### config.mk
export PLATFORM = sky130hd
export DESIGN_NAME = mux_sel_sched
export DESIGN_NICKNAME = d
export VERILOG_FILES = /design/src/rtl/mux_sel_sched.sv
export SDC_FILE = /design/constraint.sdc
export NUM_CORES = 1
export LEC_CHECK = 0
export CAP_MARGIN = 20
export CORE_MARGIN = 2
export CORE_UTILIZATION = 47
export DETAILED_ROUTE_END_ITERATION = 8
export PLACE_DENSITY = 0.77
export SETUP_SLACK_MARGIN = 0.1
export SYNTH_ARGS = -nofsm -noshare
export SYNTH_HDL_FRONTEND = slang
export SYNTH_SLANG_ARGS = --single-unit
### constraint.sdc
create_clock -name clk -period 2.3 [get_ports clk]
set_input_delay 0.46 -clock clk [delete_from_list [all_inputs] [get_ports clk]]
set_output_delay 0.46 -clock clk [all_outputs]
set_load 0.01 [all_outputs]
### src/rtl/mux_sel_sched.sv
// mux_sel_sched
//   Drives the select bus of a mux_set array during one sweep. On an accepted
//   start it emits CYC valid select vectors, where mux m selects
//   (base + m*stride) mod N and base advances by one per valid beat.
//
// Ports
//   clk        rising-edge clock
//   reset      synchronous, active-high
//   start      begin a sweep (honoured only while idle)
//   offset_in  initial base, reduced mod N on an accepted start
//   stride_in  per-mux stride, reduced mod N on an accepted start
//   stall      freezes the sweep while high
//   sel        per-mux select to mux_set
//   sel_valid  sel carries a counted beat this cycle
//   busy       sweep in progress
//   done       one-cycle pulse after the last beat
//   beat_cnt   beats issued in the current sweep
module mux_sel_sched #(
  parameter int unsigned N   = 4,
  parameter int unsigned M   = 3,
  parameter int unsigned CYC = 4,
  parameter int unsigned SW  = $clog2(N) - ((N != 1) ? 1 : 0) + 1
) (
  input  logic                       clk,
  input  logic                       reset,
  input  logic                       start,
  input  logic [SW-1:0]              offset_in,
  input  logic [SW-1:0]              stride_in,
  input  logic                       stall,
  output logic [SW-1:0]              sel [M-1:0],
  output logic                       sel_valid,
  output logic                       busy,
  output logic                       done,
  output logic [$clog2(CYC+1)-1:0]   beat_cnt
);

  localparam int unsigned CW = $clog2(CYC + 1);
  localparam logic [CW-1:0] CYC_C = CW'(CYC);
  localparam logic [SW-1:0] NM1_C = SW'(N - 1);

  typedef enum logic [1:0] {
    S_IDLE,
    S_RUN,
    S_DONE
  } state_t;

  state_t          r_state;
  state_t          w_state_nxt;

  logic [SW-1:0]   r_base;
  logic [SW-1:0]   r_stride;
  logic [SW-1:0]   r_sel [M-1:0];
  logic            r_sel_valid;
  logic [CW-1:0]   r_beat_cnt;

  logic            w_accept;
  logic            w_beat;
  logic            w_issue;
  logic [SW-1:0]   w_off_mod;
  logic [SW-1:0]   w_str_mod;
  logic [SW-1:0]   w_issue_base;
  logic [SW-1:0]   w_issue_stride;
  logic [SW-1:0]   w_base_inc;
  logic [SW-1:0]   w_sel_nxt [M-1:0];

  // Reduce (not truncate) the captured operands; N need not be a power of 2.
  assign w_off_mod = SW'(32'(offset_in) % N);
  assign w_str_mod = SW'(32'(stride_in) % N);

  // ---------------------------------------------------------------------------
  // FSM
  // ---------------------------------------------------------------------------
  always_ff @(posedge clk) begin
    if (reset) begin
      r_state <= S_IDLE;
    end else begin
      r_state <= w_state_nxt;
    end
  end

  always_comb begin
    w_state_nxt = r_state;
    w_accept    = 1'b0;
    w_beat      = 1'b0;
    unique case (r_state)
      S_IDLE: begin
        if (start) begin
          w_accept    = 1'b1;
          w_state_nxt = S_RUN;
        end
      end
      S_RUN: begin
        if (r_beat_cnt == CYC_C) begin
          w_state_nxt = S_DONE;
        end else if (!stall) begin
          w_beat = 1'b1;
        end
      end
      S_DONE: begin
        w_state_nxt = S_IDLE;
      end
      default: begin
        w_state_nxt = S_IDLE;
      end
    endcase
  end

  // ---------------------------------------------------------------------------
  // Beat generation
  // The first beat is issued on the accepting edge straight from the reduced
  // inputs, which gives the one-cycle start-to-first-beat latency; later beats
  // use the stored base/stride.
  // ---------------------------------------------------------------------------
  assign w_issue        = w_accept | w_beat;
  assign w_issue_base   = w_accept ? w_off_mod : r_base;
  assign w_issue_stride = w_accept ? w_str_mod : r_stride;
  assign w_base_inc     = (w_issue_base == NM1_C) ? '0 : w_issue_base + SW'(1);

  // Operands are < N and m < M, so the 32-bit sum cannot overflow before mod.
  always_comb begin
    for (int unsigned m = 0; m < M; m++) begin
      w_sel_nxt[m] = SW'((32'(w_issue_base) + m * 32'(w_issue_stride)) % N);
    end
  end

  always_ff @(posedge clk) begin
    if (reset) begin
      r_base      <= '0;
      r_stride    <= '0;
      r_sel_valid <= 1'b0;
      r_beat_cnt  <= '0;
      for (int unsigned m = 0; m < M; m++) begin
        r_sel[m] <= '0;
      end
    end else begin
      r_sel_valid <= w_issue;
      if (w_issue) begin
        r_base     <= w_base_inc;
        r_stride   <= w_issue_stride;
        r_beat_cnt <= w_accept ? CW'(1) : r_beat_cnt + CW'(1);
        for (int unsigned m = 0; m < M; m++) begin
          r_sel[m] <= w_sel_nxt[m];
        end
      end else if (r_state == S_DONE) begin
        // Leaving DONE: idle outputs return to zero.
        r_beat_cnt <= '0;
        for (int unsigned m = 0; m < M; m++) begin
          r_sel[m] <= '0;
        end
      end
    end
  end

  assign sel       = r_sel;
  assign sel_valid = r_sel_valid;
  assign busy      = (r_state == S_RUN);
  assign done      = (r_state == S_DONE);
  assign beat_cnt  = r_beat_cnt;

endmodule

Yosys cells after proc, flatten, opt, wreduce, memory -nomap -nowiden
Cells that the tools add are included.

Register bits after elaboration: 16. Output and inout bits: 12. Logic and storage cells: 38.

$add $sub $neg: 4. Eq/ne operators: 6. Multiplexer cells: 16. Bitwise operators: 1. Reduce and logical (&&, ||, !) cells: 3.

Operator list (count): $mux W6 (2); $mux W2 (5); $mux W3 (3); $mux W1 (5); $add A2 B2 Y2 (2); $eq A2 B2 Y1 const B (2); $pmux W2 S2 (1); $add A3 B1 Y3 const B (1); $eq A3 B3 Y1 const B (1); $add A2 B1 Y2 const B (1); $eq A2 B1 Y1 const B (1); $logic_not A2 Y1 (1); $ne A2 B1 Y1 const B (1); $ne A2 B2 Y1 const B (1); $reduce_and A2 Y1 (1); $reduce_bool A2 Y1 (1); $or A1 B1 Y1 (1).

Depth between registers and ports, before layout
Gate-level depths: netlist of run 1.

Depth in word-level cells: 5. Gate-level depth with buffers: 8. Gate-level depth less buffers: 7.

Worst setup path before layout of run 1
No wires, ideal clock.

Path kind: input -> register. From: input port start. To: register r_sel (netlist bit sel[3]). Setup time: 127 ps. Data arrival time: 1725 ps. Setup slack: 449 ps. Stages: 7. Buffers on the path: 1. Cells stage by stage: nor3b_4 buf_2 mux2_2 ha_1 and3_1 o2111ai_1 nand3_1.

Word-level cells in the longest chain between the ends: 5.

RTL lines: start: declaration (RTL line 26) `input logic start,`; $mux W1 (*) (RTL line 87) `if (start) begin`; $mux W1 (*) (RTL line 85) `unique case (r_state)`; $mux W2 (on tied branches) (RTL line 115, 116); $add A2 B2 Y2 (RTL line 122) `w_sel_nxt[m] = SW'((32'(w_issue_base) + m * 32'(w_issue_stride)) % N);`; $mux W6 (RTL line 137) `if (w_issue) begin`; end signal: indexed assignment (RTL line 142) `r_sel[m] <= w_sel_nxt[m];`; end: declaration (RTL line 52) `logic [SW-1:0] r_sel [M-1:0];`.

Every way passes the cells marked *; elsewhere a longest branch is shown, timed or not. A chain may end at the register's enable or synchronous reset.

Worst setup path after layout of run 1
From: register r_state[0]. To: output port busy.

Word-level cells in the longest chain between the ends: 1.

RTL lines: start: declaration (RTL line 47) `state_t r_state;`; start signal: assignment (RTL line 77) `r_state <= w_state_nxt;`; $eq A2 B1 Y1 (RTL line 156) `assign busy = (r_state == S_RUN);`; end: declaration (RTL line 32) `output logic busy,`.

Every way passes these cells.

==> results of run 1 <==
## power by group
part           switching [W]  leakage [nW]  internal (W)
combinational      0.0000728         0.293     0.0000929
clock              0.0000862        0.0150     0.0000675
sequential         0.0000175         0.123      0.000279
## final timing paths
path                   start  endpoint  cells after the start
setup / recovery  r_state[0]      busy                      2
setup reg to reg  r_state[0]    sel[3]                      6
hold / removal        sel[5]    sel[5]                      2
hold reg to reg       sel[5]    sel[5]                      2
## timing repair
action,CTS,global route
endpoints found under the hold margin,0,0
setup endpoints to repair,0,1
resized for setup,0,2
buffers inserted,0,2
hold buffers,0,0
## cells in the mapped netlist, types with 2 or more instances
master	number	share of area
xnor2_1	3	0.032
mux2_2	3	0.041
xor2_1	2	0.021
ha_1	3	0.046
nor2_1	8	0.037
nor3_1	2	0.012
nand2_1	7	0.032
mux2i_1	3	0.037
a21oi_1	9	0.055
nor3b_1	2	0.018
nand3_1	3	0.018
inv_1	5	0.023
buf_2	2	0.012
o21ai_0	3	0.018
a32oi_1	2	0.021
and2_1	2	0.015
o211ai_1	2	0.018
dfxtp_1	15	0.37
o2111ai_1	3	0.032
## cell families (layout without fill, tap and decap cells)
| kind of cell | count (synthesis) | count (layout) | share of synthesized area |
|---|---|---|---|
| AO/OA/AOI/OAI | 22 | 22 | 0.1960 |
| XOR/XNOR | 5 | 5 | 0.05361 |
| adder cells (fa/ha/maj) | 3 | 3 | 0.04595 |
| buffers and inverters | 11 | 35 | 0.06738 |
| flip-flops | 15 | 15 | 0.3675 |
| multiplexers | 6 | 6 | 0.07810 |
| AND/OR/NAND/NOR | 29 | 29 | 0.1914 |
## critical path: stages, from the launching register on
cell and delay [ns]:
dfxtp_1 0.54, and2b_1 0.28, clkdlybuf4s50_1 0.57
## cell type report
cell class	count	area (µm²)
fillers	146	596.8
clock buffers	4	26.28
multi-input cells	65	465.4
flip-flops and latches	15	300.3
inverters	6	22.52
repair buffers	25	237.7
well taps	17	21.27
## flip-flops by register name, summed over array words and instances (netlist names)
name / count
r_base: 2
sel: 5
beat_cnt: 3
sel_valid: 1
r_stride: 2
r_state: 2
## stage by stage
step / worst slack, ns / total power [W] / instances / util
6_report: 0.1604 / 0.0006159 / 132 / 0.6427
3_5_place_dp: -0.07150 / 0.0004612 / 126 / 0.6142
5_1_grt: 0.1053 / 0.0006486 / 132 / 0.6427
4_1_cts: 0.1611 / 0.0006118 / 130 / 0.6300
3_3_place_gp: 0.01549 / 0.0004576 / 126 / 0.6142
2_1_floorplan: 0.4485 / 0.0003956 / 91 / -
## layer usage
| metal | track usage | vias up | routed length (µm) |
|---|---|---|---|
| met3 | 0.03571 | 5 | 64 |
| met2 | 0.3127 | 21 | 852 |
| met1 | 0.2787 | 340 | 811 |
| li1 | - | 371 | - |
| met5 | 0 | - | 0 |
| met4 | 0.08571 | 0 | 41 |
==> flow_summary.yaml, run 1 <==
status:
  status: "completed"
cells_and_area:
  drive_gt1_frac: 0.1478
  final_cell_mix: "clkdlybuf4s50_1, dfxtp_1, a21oi_1"
  final_cell_area_um2: 1074
  final_common_cell: "clkdlybuf4s50_1"
  diodes: 0
  syn2layout_area_growth_pct: 31.39
  nets: 127
worst_hold_path:
  hp-class: "register to register"
cts:
  cts_tree: "built"
  cts_max_level: 1
  clockBufferDepth: 2
  cts_buffers: 3
  clk_pin_slew_ns: 0.09
  insertion_delay_ns: 0.29
  cts.sinks: 15
  cts_root_buffer: "clkbuf_4"
sta:
  tightest_slew_ns: 0.4082
  setup_viol: 0
  fin_crit_ns: 2.140
  rsz0062_at_grt: "no"
  slew_headroom: 0.7279
  tns_ns: 0
  fmax_ghz: 0.4674
  period_share: 0.9302
  fin_skew_ns: 0.003954
  whs_ns: 0.4602
  hold_viol: 0
  maxSlewViolCount: 0
synthesis:
  synth_area_um2: 817.0
  synth_cells: 91
  postSynthAreaPerCell_um2: 8.978
  ys_ff_latch: 15
  ys_seq_area_frac: 0.3675
  yosys_warnings: 0
  synth-edff-count: 0
  ys_async_sr_fraction: 0
  synth_ff_type: "dfxtp_1"
  yosys.cell_types.count: 31
  syn_nets: 102
place:
  place.gp.congestion: 0.7525
  detailed_place.area_um2: 1026
  hpwl_um: 1295
  port_buffers: 19
floorplanning:
  die_area_um2: 2088
  core_area_um2: 1670
  rows: 15
  initial_utilization: 0.4891
  die_h_um: 45.70
  ios: 20
  fp.dieW_um: 45.70
global_route:
  grt_pass1_vias: 683
  grt_max_degree: 11
  antenna_found_initial: 0
  overflow: 0
  grt_usage: 0.2031
  grt_pass1_wl_um: 2987
flow_run:
  maxCapViolCount: 0
routing:
  via_count: 737
  vias_per_cell: 5.583
  first_iter_violations: 9
  ant_nets: 0
  dr.pass1.iters: 4
  wl_per_cell_um: 13.40
  wl_um: 1769
  route.detailed.drc: 0
critical_path:
  worstSetupPathType: "register to primary output"
  cp.arrival_ns: 1.68
  critPathMaxFanout: 7
  r2r_setup_slack_ns: 0.49
  worstSetupStartpointType: "register"
  end_kind: "primary output"
  crit_required_ns: 1.84
power:
  leakagePower_nw: 0.4311
  irDropWorstVdd_v: 0.0004264
  power_density_nw_per_um2: 573.7
Note: power is estimated with default switching activity, not from simulation.
==> run 2: changes to the inputs <==
--- a/config.mk
+++ b/config.mk
@@ -5,11 +5,10 @@
 export SDC_FILE = /design/constraint.sdc
 export NUM_CORES = 1
 export LEC_CHECK = 0
-export CAP_MARGIN = 20
+export CORE_ASPECT_RATIO = 2
 export CORE_MARGIN = 2
-export CORE_UTILIZATION = 47
+export CORE_UTILIZATION = 30
 export DETAILED_ROUTE_END_ITERATION = 8
-export PLACE_DENSITY = 0.77
 export SETUP_SLACK_MARGIN = 0.1
 export SYNTH_ARGS = -nofsm -noshare
 export SYNTH_HDL_FRONTEND = slang
==> constraint.sdc (replaced) <==
create_clock -name clk -period 1.9 [get_ports clk]
set_input_delay 0.38 -clock clk [delete_from_list [all_inputs] [get_ports clk]]
set_output_delay 0.38 -clock clk [all_outputs]
set_load 0.01 [all_outputs]
==> run 2 against run 1 <==
First-iteration DRC count is 89% higher. Core utilization down 20 points. Routed wire length is 10% higher. Register-to-register slack worse by 0.27 ns. Clock power rose by 69%. Largest power group unchanged. Final cell count grew 11%. Hold slack got worse by 0.0031 ns. Largest cell class unchanged. Critical path depth unchanged. Clock-buffer cell count decreased by 1. Total power is 34% higher. Combinational power is 25% higher. Sequential share of layout area shrank 1.1 points.
==> flow_summary.yaml, run 2 (synthesized netlist as in run 1, its figures left out) <==
cts:
  clockBufferDepth: 2
  ctsHoldBuffers: 0
  insertion_delay_ns: 0.25
  cts_tree: "built"
  cts_buffers: 3
  cts_root_buffer: "clkbuf_8"
  clk_pin_slew_ns: 0.06
  cts.sinks: 15
  cts_max_level: 1
critical_path:
  critical_path_buf_inv_count: 1
  crit_chain: "and2b_1 > clkdlybuf4s50_1"
  cp.arrival_ns: 1.38
  slowest_delay_ns: 0.54
  worstSetupStartpointType: "register"
  crit_path_start: "r_state[1]"
  critPathMaxFanout: 9
  reg2reg_depth: 6
  end_kind: "primary output"
  r2r-start: "r_state[0]"
  r2r_setup_slack_ns: 0.22
  crit_slowest_cell: "clkdlybuf4s50_1"
  setup.worst_path.end: "busy"
  path_delay_family: "buffers and inverters"
  crit_required_ns: 1.52
  r2r-end: "sel[3]"
  cp.depth: 2
  worstSetupPathType: "register to primary output"
floorplanning:
  fp.dieW_um: 40.90
  core_area_um2: 2570
  initial_utilization: 0.3179
  die_h_um: 77.80
  rows: 26
  ios: 20
  die_area_um2: 3182
sta:
  fin_crit_ns: 1.761
  rsz0062_at_grt: "yes"
  hold_viol: 0
  fin_skew_ns: 0.005242
  setup_viol: 0
  fmax_ghz: 0.5679
  slew_headroom: 0.8198
  tns_ns: 0
  period_share: 0.9267
  maxSlewViolCount: 0
  fin_ws_ns: 0.1392
  tightest_slew_ns: 0.2703
global_route:
  antenna_found_initial: 0
  grt_pass1_vias: 761
  grt_max_degree: 11
  grt_usage: 0.1453
  grt_pass1_wl_um: 3291
  overflow: 0
place:
  hpwl_um: 1558
  port_buffers: 19
  pre_cts_slack_ns: -0.3491
  place.gp.congestion: 0.7069
  placed_cells: 141
  detailed_place.area_um2: 1070
worst_hold_path:
  hp-class: "register to register"
  min_from: "sel[5]"
power:
  irDropWorstVdd_v: 0.0003443
  power_density_nw_per_um2: 728.1
  leakagePower_nw: 0.4496
routing:
  dr.pass1.iters: 3
  via_count: 737
  vias_per_cell: 5.048
  route.detailed.drc: 0
  wl_per_cell_um: 13.35
  first_iter_violations: 17
  ant_nets: 0
  wl_um: 1949
cells_and_area:
  final_common_cell: "clkdlybuf4s50_1"
  area.sequential_um2: 305.3
  fin_cells: 146
  syn2layout_area_growth_pct: 38.90
  largest_reg_flops: 5
  final_cell_area_um2: 1135
  diodes: 0
  final_cell_mix: "clkdlybuf4s50_1, dfxtp_1, buf_4"
  nets: 130
  drive_gt1_frac: 0.2034
  nFillCells: 263
  multiInputGateArea_um2: 469.2
status:
  status: "completed"
flow_run:
  maxCapViolCount: 0
run 2: worst min-delay path, cell delays in order, from the launching register on:
cell and delay [ns]:
dfxtp_1 0.31, nand2_1 0.05, a21oi_1 0.05
run 2: metal layers:
metal / GRT usage / vias to the layer above / wire, µm
li1: - / 377 / -
met1: 0.1646 / 348 / 739
met2: 0.2438 / 8 / 1133
met3: 0.02571 / 4 / 40
met4: 0.06000 / 0 / 36
met5: 0 / - / 0
run 2: how the worst min path moves through the flow:
stage | end | slack [ns] | depth (start not counted)
6_report | sel[5] | 0.46 | 2
5_1_grt | sel[0] | 0.51 | 2
4_1_cts | sel[5] | 0.46 | 2
3_5_place_dp | sel[5] | 0.45 | 2
3_3_place_gp | sel[5] | 0.45 | 2
2_1_floorplan | beat_cnt[2] | 0.45 | 1
run 2: stage by stage:
stage | hold slack (ns) | total power, W | utilization
finish | 0.4571 | 0.0008263 | 0.4416
global route | 0.5081 | 0.0008721 | 0.4416
CTS | 0.4624 | 0.0008344 | 0.4377
floorplan | 0.4528 | 0.0004800 | -
global placement | 0.4507 | 0.0005659 | 0.4163
detailed placement | 0.4522 | 0.0005688 | 0.4163
run 2: layout make-up:
| cell class | instances | area share |
|---|---|---|
| tap | 28 | 0.03087 |
| multi-input combinational | 65 | 0.4135 |
| inverter | 6 | 0.01985 |
| sequential | 15 | 0.2690 |
| clock inverter | 1 | 0.004410 |
| clock buffer | 3 | 0.03638 |
| timing repair buffer | 28 | 0.2260 |
run 2: where the power goes:
part,switching (W),total [W],internal [W],leakage [nW]
logic,0.0000924,0.000208,0.000116,0.300
registers,0.0000192,0.000357,0.000338,0.124
clock network,0.000116,0.000261,0.000145,0.0255
total,0.000227,0.000826,0.000599,0.450
run 2: repair_timing:
item,4_1_cts,5_1_grt
gates resized for setup,3,3
endpoints found under the setup margin,5,7
setup buffers,1,0
